## config.mk

```make
export PLATFORM = sky130hd
export DESIGN_NAME = vid_scan_ctrl
export DESIGN_NICKNAME = d
export VERILOG_FILES = /design/src/rtl/vid_pkg.sv /design/src/rtl/vid_delay.sv /design/src/rtl/vid_scan_ctrl.sv
export SDC_FILE = /design/constraint.sdc
export NUM_CORES = 1
export LEC_CHECK = 0
export CAP_MARGIN = 20
export CORE_UTILIZATION = 51
export CTS_CLUSTER_SIZE = 20
export DETAILED_ROUTE_END_ITERATION = 7
export PLACE_DENSITY = 0.78
export SETUP_SLACK_MARGIN = 0.02
export SLEW_MARGIN = 20
export SYNTH_ARGS = -nofsm -noshare
export SYNTH_HDL_FRONTEND = slang
export SYNTH_SLANG_ARGS = --single-unit
```

## constraint.sdc

```tcl
create_clock -name clk_pix -period 2.4 [get_ports clk_pix]
set_input_delay 0.48 -clock clk_pix [delete_from_list [all_inputs] [get_ports clk_pix]]
set_output_delay 0.48 -clock clk_pix [all_outputs]
set_load 0.01 [all_outputs]
```

## src/rtl/vid_pkg.sv

```systemverilog
// vid_pkg: shared video timing presets, polarity constants and pixel type
package vid_pkg;
  typedef struct packed {
    int   h_active;
    int   h_fp;
    int   h_sync;
    int   h_bp;
    int   v_active;
    int   v_fp;
    int   v_sync;
    int   v_bp;
    logic h_pol;
    logic v_pol;
  } vid_timing_t;
  localparam logic POL_LOW = 1'b0;
  localparam logic POL_HIGH = 1'b1;
  localparam vid_timing_t VGA_640X480 = '{640, 16, 96, 48, 480, 10, 2, 33, POL_LOW, POL_LOW};
  localparam vid_timing_t HD_1280X720 = '{1280, 110, 40, 220, 720, 5, 5, 20, POL_HIGH, POL_HIGH};
  typedef logic [23:0] rgb_t;
endpackage

```

## src/rtl/vid_delay.sv

```systemverilog
// vid_delay: N-stage register delay line with a configurable reset value
module vid_delay #(
  parameter int W = 1,
  parameter int N = 1,
  parameter logic [W-1:0] RST = '0
) (
  input  logic         clk,
  input  logic         rst,
  input  logic [W-1:0] d,
  output logic [W-1:0] q
);
  logic [W-1:0] r_sr [N];
  // shift d through N registers, clearing every stage to RST on reset
  always_ff @(posedge clk)
    if (rst) for (int i = 0; i < N; i++) r_sr[i] <= RST;
    else begin
      r_sr[0] <= d;
      for (int i = 1; i < N; i++) r_sr[i] <= r_sr[i-1];
    end
  assign q = r_sr[N-1];
endmodule

```

## src/rtl/vid_scan_ctrl.sv

```systemverilog
// vid_scan_ctrl: video timing, replicated framebuffer addressing and latency-matched sync
module vid_scan_ctrl
  import vid_pkg::*;
#(
  parameter int   H_ACTIVE = VGA_640X480.h_active,
  parameter int   H_FP = VGA_640X480.h_fp,
  parameter int   H_SYNC = VGA_640X480.h_sync,
  parameter int   H_BP = VGA_640X480.h_bp,
  parameter int   V_ACTIVE = VGA_640X480.v_active,
  parameter int   V_FP = VGA_640X480.v_fp,
  parameter int   V_SYNC = VGA_640X480.v_sync,
  parameter int   V_BP = VGA_640X480.v_bp,
  parameter logic H_POL = POL_LOW,
  parameter logic V_POL = POL_LOW,
  parameter int   SCALE_LOG2 = 0,
  parameter int   RAM_LAT = 1,
  parameter int   PIX_W = 24,
  parameter int   ADDR_W = $clog2((H_ACTIVE * V_ACTIVE) >> (2 * SCALE_LOG2))
) (
  input  logic              clk_pix,
  input  logic              rst,
  output logic [ADDR_W-1:0] rd_addr,
  output logic              rd_en,
  input  logic [PIX_W-1:0]  rd_data,
  output logic [PIX_W-1:0]  pix_o,
  output logic              de_o,
  output logic              hsync_o,
  output logic              vsync_o,
  output logic              frame_start
);
  localparam int H_TOTAL = H_ACTIVE + H_FP + H_SYNC + H_BP;
  localparam int V_TOTAL = V_ACTIVE + V_FP + V_SYNC + V_BP;
  localparam int HW = $clog2(H_TOTAL);
  localparam int VW = $clog2(V_TOTAL);
  localparam logic [VW-1:0] V_MASK = VW'((1 << SCALE_LOG2) - 1);
  localparam logic [ADDR_W-1:0] SRC_W = ADDR_W'(H_ACTIVE >> SCALE_LOG2);
  logic [HW-1:0]     r_h;
  logic [VW-1:0]     r_v;
  logic [ADDR_W-1:0] r_line_base;
  logic              w_h_end, w_v_end, w_de, w_hs, w_vs, w_fs, w_line_end;
  logic [3:0]        w_dly;
  // raw timing decode from the current counter position
  always_comb begin
    w_h_end = r_h == HW'(H_TOTAL - 1);
    w_v_end = r_v == VW'(V_TOTAL - 1);
    w_de = (r_h < HW'(H_ACTIVE)) && (r_v < VW'(V_ACTIVE));
    w_hs = (r_h >= HW'(H_ACTIVE + H_FP)) && (r_h <= HW'(H_ACTIVE + H_FP + H_SYNC - 1)) ? H_POL : ~H_POL;
    w_vs = (r_v >= VW'(V_ACTIVE + V_FP)) && (r_v <= VW'(V_ACTIVE + V_FP + V_SYNC - 1)) ? V_POL : ~V_POL;
    w_fs = (r_h == '0) && (r_v == '0);
    w_line_end = (r_h == HW'(H_ACTIVE - 1)) && (r_v < VW'(V_ACTIVE)) && ((r_v & V_MASK) == V_MASK);
  end
  // h/v counters and source line base; the base only advances after the last replicated copy of a line
  always_ff @(posedge clk_pix)
    if (rst) begin
      r_h <= '0;
      r_v <= '0;
      r_line_base <= '0;
    end else begin
      r_h <= w_h_end ? '0 : r_h + 1'b1;
      if (w_h_end) r_v <= w_v_end ? '0 : r_v + 1'b1;
      if (w_h_end && w_v_end) r_line_base <= '0;
      else if (w_line_end) r_line_base <= r_line_base + SRC_W;
    end
  // read request stage; the address holds its last value through blanking
  always_ff @(posedge clk_pix)
    if (rst) begin
      rd_en <= 1'b0;
      rd_addr <= '0;
    end else begin
      rd_en <= w_de;
      if (w_de) rd_addr <= r_line_base + ADDR_W'(r_h >> SCALE_LOG2);
    end
  vid_delay #(.W(4), .N(RAM_LAT + 1), .RST({2'b00, ~V_POL, ~H_POL})) u_dly (
    .clk(clk_pix),
    .rst(rst),
    .d({w_fs, w_de, w_vs, w_hs}),
    .q(w_dly)
  );
  // output stage aligning pixel data with the delayed sync/enable
  always_ff @(posedge clk_pix)
    if (rst) begin
      pix_o <= '0;
      de_o <= 1'b0;
      hsync_o <= ~H_POL;
      vsync_o <= ~V_POL;
      frame_start <= 1'b0;
    end else begin
      pix_o <= w_dly[2] ? rd_data : '0;
      {frame_start, de_o, vsync_o, hsync_o} <= w_dly;
    end
endmodule
```

## Yosys cells after proc, flatten, opt, wreduce, memory -nomap -nowiden

Memories as Yosys holds them, arrays and structs flattened.
Cells that the tools add are included.

| storage, ports and cells | value |
|---|---|
| register bits | 87 |
| RAM bits | 8 |
| output and inout port bits | 48 |
| memories kept | 1 |

| operators by class | value |
|---|---|
| $add $sub $neg | 4 |
| $lt $le $gt $ge | 6 |
| equality and inequality tests | 3 |
| mux-type cells | 8 |
| bitwise logic cells | 3 |
| reduce and logical (&&, ||, !) cells | 11 |

Memories:

| memory | words | bits a word | rd ports | clocked after memory_dff | write ports | RTL line | text |
|---|---|---|---|---|---|---|---|
| u_dly.r_sr | 2 | 4 | 2 | 0 | 2 | vid_delay.sv:12 | `logic [W-1:0] r_sr [N];` |

Operators by type and width:

| cell | number |
|---|---|
| $eq 10x10->1 const B | 3 |
| $add 10x1->10 const B | 2 |
| $logic_not 10->1 | 2 |
| $add 19x10->19 | 1 |
| $add 19x10->19 const B | 1 |
| $ge 10x10->1 const B | 1 |
| $ge 10x9->1 const B | 1 |
| $le 10x10->1 const B | 1 |
| $le 10x9->1 const B | 1 |
| $lt 10x10->1 const B | 1 |
| $lt 10x9->1 const B | 1 |
| $mux 10 | 1 |
| $mux 4 | 2 |
| $logic_and 1x1->1 | 6 |
| $reduce_or 2->1 | 3 |
| $mux 1 | 5 |
| $or 1x1->1 | 2 |
| $not 1->1 | 1 |

## Logic depth before layout (Yosys ltp)

Gate-level depths: netlist (run 1).

| logic depth | value |
|---|---|
| word-level depth | 4 |
| depth in mapped cells | 8 |
| gate-level depth less buffers | 7 |

## By module

Synthesis (run 1) repeated with hierarchy kept, for this count alone.

| second synthesis, totals | value |
|---|---|
| cell total of the unflattened synthesis | 388 |
| area total of the unflattened synthesis | 3626.0 um2 |

Modules (own cells, without submodules):

| module | times used | cells an instance | area each (um2) | sequential area each (um2) |
|---|---|---|---|---|
| vid_scan_ctrl | 1 | 368 | 3385.7 | 1601.5 |
| vid_delay | 1 | 20 | 240.2 | 160.2 |

## Least setup slack after synthesis (run 1)

No wires, ideal clock.

| path | value |
|---|---|
| kind | register to register |
| start point | reg r_h[0] |
| end point | reg r_v[7] |
| library setup time | 0.066 ns |
| arrival | 1.882 ns |
| setup slack | 0.452 ns |
| cell stages (with the launch flop) | 7 |
| path through | dfxtp_1 ha_1 nand4_4 or3_4 buf_6 or4_4 a21oi_2 |

| between the ends | value |
|---|---|
| word-level cells in the longest chain between the ends | 1 |

RTL lines:

| what | RTL line | text |
|---|---|---|
| start: declaration | vid_scan_ctrl.sv:37 | `logic [HW-1:0] r_h;` |
| start signal: assignment | vid_scan_ctrl.sv:59 | `r_h <= w_h_end ? '0 : r_h + 1'b1;` |
| $eq 10x10->1 | vid_scan_ctrl.sv:44 | `w_h_end = r_h == HW'(H_TOTAL - 1);` |
| end signal: assignment | vid_scan_ctrl.sv:60 | `if (w_h_end) r_v <= w_v_end ? '0 : r_v + 1'b1;` |
| end: declaration | vid_scan_ctrl.sv:38 | `logic [VW-1:0] r_v;` |

Every way passes these cells.
A chain may end at the register's enable or synchronous reset.

## Final worst setup path (run 1)

| path | value |
|---|---|
| start point | reg r_h[7] |
| end point | reg rd_addr[15] |

| between the ends | value |
|---|---|
| word-level cells in the longest chain between the ends | 2 |
| elaborated cells on any way between the ends | 3 |

RTL lines:

| what | RTL line | text |
|---|---|---|
| branches (longest 2 deep; another with $add 19x10->19) | - |  |
| end signal: assignment | vid_scan_ctrl.sv:71 | `if (w_de) rd_addr <= r_line_base + ADDR_W'(r_h >> SCALE_LOG2);` |
| end: declaration | vid_scan_ctrl.sv:22 | `output logic [ADDR_W-1:0] rd_addr,` |

Parallel ways; which one is timed is not known.

==> impl_metrics.yaml, run 1 <==
cells_and_area:
  finish.instance_area_sq_um: 4430
  layout_common_cells: "dfxtp_1 (87), clkdlybuf4s50_1 (73), nand2_1 (33), a21oi_1 (29), nor2_1 (27)"
  final-instance-count-excl-fill: 525
  n_antenna_cell: 0
  finalNetCount: 479
  drive_gt1_frac: 0.0759
  final_common_cell: "dfxtp_1"
  area_growth_pct: 25.6
timing:
  period_minus_slack_ns: 2.12
  setup_tns_ns: 0
  finalSetupViolCount: 0
  fmax_mhz: 471
  rsz0062_at_grt: "no"
  relSlewSlack: 0.557
  setup_ws_ns: 0.277
  drv_slew: 0
  hold_viol_final: 0
  post-route-period-util: 0.884
  worstMarginPinSlew_ns: 0.661
  fin_skew_ns: 0.0120
routing:
  vias: 2825
  ant_nets: 0
  vias_per_cell: 5.38
  drt-pass1-iter-count: 4
  totalWireLength_microns: 7120
  avgRoutedWirePerCell_microns: 13.6
  drt_iter0_markers: 93
  drc_errors: 0
power:
  share_seq_of_total_power: 0.591
  p_leak_nw: 1.62
  swShare: 0.230
  switching_power_uw: 575
  p_int_mw: 1.92
  power.density_nw_per_um2: 564
  vdd_drop_max_uv: 263
  pwr-share-clk: 0.357
  pwr-share-comb: 0.051
placed_design:
  portBuffers: 73
  place_congestion: 0.801
  dp_cells: 509
  dpl_worst_slack_ns: 0.277
  placed_area_sq_um: 4260
  dp_hpwl_microns: 5120
cts:
  hold_buffers: 0
  clock_latency_ns: 0.35
  post_cts_buffers: 0
  cts_buffers: 9
  cts_buffer_depth: 2
  path_clk_slew_ns: 0.09
  tritoncts: "yes"
  htreeDepth: 3
  cts_resized: 0
  root_buffer: "clkbuf_8"
  cts_sinks: 87
logic_synthesis:
  synth-seq-area-share: 0.493
  synth_top_area_share: 0.493
  synth_fp_nets: 414
  synth_area_leaders: "dfxtp_1 (49%), and2_1 (4.4%), a21oi_1 (4.1%), nand2_1 (3.5%), ha_1 (3.2%)"
  ys_ff_latch: 87
  ys.warnings.count: 0
  ys_async_sr_fraction: 0
  synthDistinctLibCells: 44
  postSynthCellCount: 378
  netlist_area_sq_um: 3530
  yosys.area.top_type: "dfxtp_1"
  synth_flop_cell: "dfxtp_1"
  synth_area_per_cell_sq_um: 9.34
  synth_edf_count: 0
worst_setup_path:
  cp.arrival_ns: 2.40
  cpPeakStageDelay_ns: 0.55
  worst-r2r-cell-count: 7
  rr_endpoint: "rd_addr[15]$_SDFFE_PP0P_"
  crit_path_max_fanout: 10
  critical_path.top_delay_family: "adder cells"
  crit_type: "flip-flop to flip-flop"
  path_buf_inv: 1
  r2r_slack_ns: 0.28
  slowest_stage: "dfxtp_1"
  critPathLaunchType: "flip-flop"
  cp.required_ns: 2.68
  rr_startpoint: "r_h[7]$_SDFF_PP0_"
  crit_path_end_kind: "flip-flop"
  cp-startpoint: "r_h[7]$_SDFF_PP0_"
  worstPathCellList: "ha_1 > inv_1 > fa_1 > nor2b_1 > o2111ai_1 > xor2_1 > a211oi_1"
min_path:
  min_to: "u_dly.r_sr[0][4]$_SDFF_PP1_"
  min_from: "u_dly.r_sr[0][0]$_SDFF_PP1_"
  hp-class: "flip-flop to flip-flop"
  holdPathStages: 1
floorplan:
  floorplan.initialDensity: 0.541
  rows: 29
  die_h_microns: 85.2
  die_w_microns: 85.2
  die_area_sq_um: 7260
  coreArea_sq_um: 6530
  num_io_pins: 74
global_routing:
  grt_max_degree: 34
  overflow: 0
  grtUsageTotal: 0.209
  grt_pass1_vias: 2566
  antenna_found_initial: 0
  grt_pass1_wl_microns: 11900
flow_run:
  maxCapViolCount: 0
status:
  status: "complete, no violations"
-- layer usage --
layer,track usage,up-vias,part of all wire
met2,0.331,86,0.44
met4,0.103,0,0.019
met3,0.0370,9,0.054
li1,-,1451,-
met5,0,-,0
met1,0.275,1279,0.49
-- how the worst max path moves through the flow --
| stage | end | cells past startpoint |
|---|---|---|
| after detailed placement | pix_o[23]$_SDFF_PP0_ | 3 |
| after CTS | rd_addr[15]$_SDFFE_PP0P_ | 7 |
| after global placement | pix_o[10]$_SDFF_PP0_ | 3 |
| after global routing | rd_addr[15]$_SDFFE_PP0P_ | 7 |
| after floorplan | r_v[7]$_SDFFE_PP0N_ | 6 |
| final | rd_addr[15]$_SDFFE_PP0P_ | 7 |
-- state kept, by name, summed over array words and instances (netlist names) --
register / cells
u_dly.r_sr: 8
vsync_o: 1
hsync_o: 1
frame_start: 1
r_h: 10
pix_o: 24
r_v: 10
r_line_base: 12
rd_addr: 19
de_o: 1
-- cell usage after synthesis, types with 3 or more instances --
| cell type | count |
|---|---|
| clkbuf_1 | 15 |
| nor2_1 | 27 |
| a211oi_1 | 6 |
| a21oi_1 | 29 |
| nand3_1 | 11 |
| or3_1 | 11 |
| buf_2 | 3 |
| and3_1 | 6 |
| xnor2_1 | 8 |
| or2_2 | 5 |
| a311oi_1 | 3 |
| nand4_1 | 8 |
| and4_1 | 3 |
| and2_1 | 25 |
| dfxtp_1 | 87 |
| ha_1 | 9 |
| nor4_1 | 5 |
| or4_1 | 6 |
| buf_4 | 3 |
| xor2_1 | 11 |
| inv_1 | 9 |
| nand2_1 | 33 |
| nor2b_1 | 6 |
| o21ai_0 | 18 |
| o31ai_1 | 5 |
-- cell type report --
type | instances | area [sq um]
Clock buffer | 10 | 128
Clock inverter | 6 | 45.0
Fill cell | 532 | 2100
Inverter | 9 | 33.8
Multi-Input combinational cell | 258 | 1620
Sequential cell | 87 | 1740
Tap cell | 77 | 96.3
Timing Repair Buffer | 78 | 768
-- power groups by stage --
stage,Combinational (mW),Sequential (mW),Clock [mW]
3_5_place_dp,0.128,1.51,0
2_1_floorplan,0.0417,1.52,0
4_1_cts,0.130,1.48,0.923
6_report,0.129,1.48,0.893
3_3_place_gp,0.128,1.51,0
5_1_grt,0.140,1.48,0.973
-- through the flow --
step	total power, mW	util	hold slack (ns)
final	2.50	0.679	0.413
after detailed placement	1.64	0.652	0.397
after CTS	2.53	0.679	0.417
after floorplan	1.56	-	0.389
after global placement	1.64	0.652	0.392
after global routing	2.59	0.679	0.433
-- cells by family (layout without fill, tap and decap cells) --
group	after synthesis	after routing	synth area share
adders and majority gates	10	10	0.0376
buffers and inverters	33	103	0.0482
xor gates and xnor gates	19	19	0.0471
and+or+nand+nor	160	160	0.258
AOI/OAI and AO/OA	69	69	0.116
DFF	87	87	0.493
No activity file was read; power rests on OpenSTA's default activity.
==> run 2: changes to the inputs <==
GPL_TIMING_DRIVEN = 1   (was unset)
==> results of run 2 <==
Same layout as run 1: the final DEF is identical, and so are final timing and power.
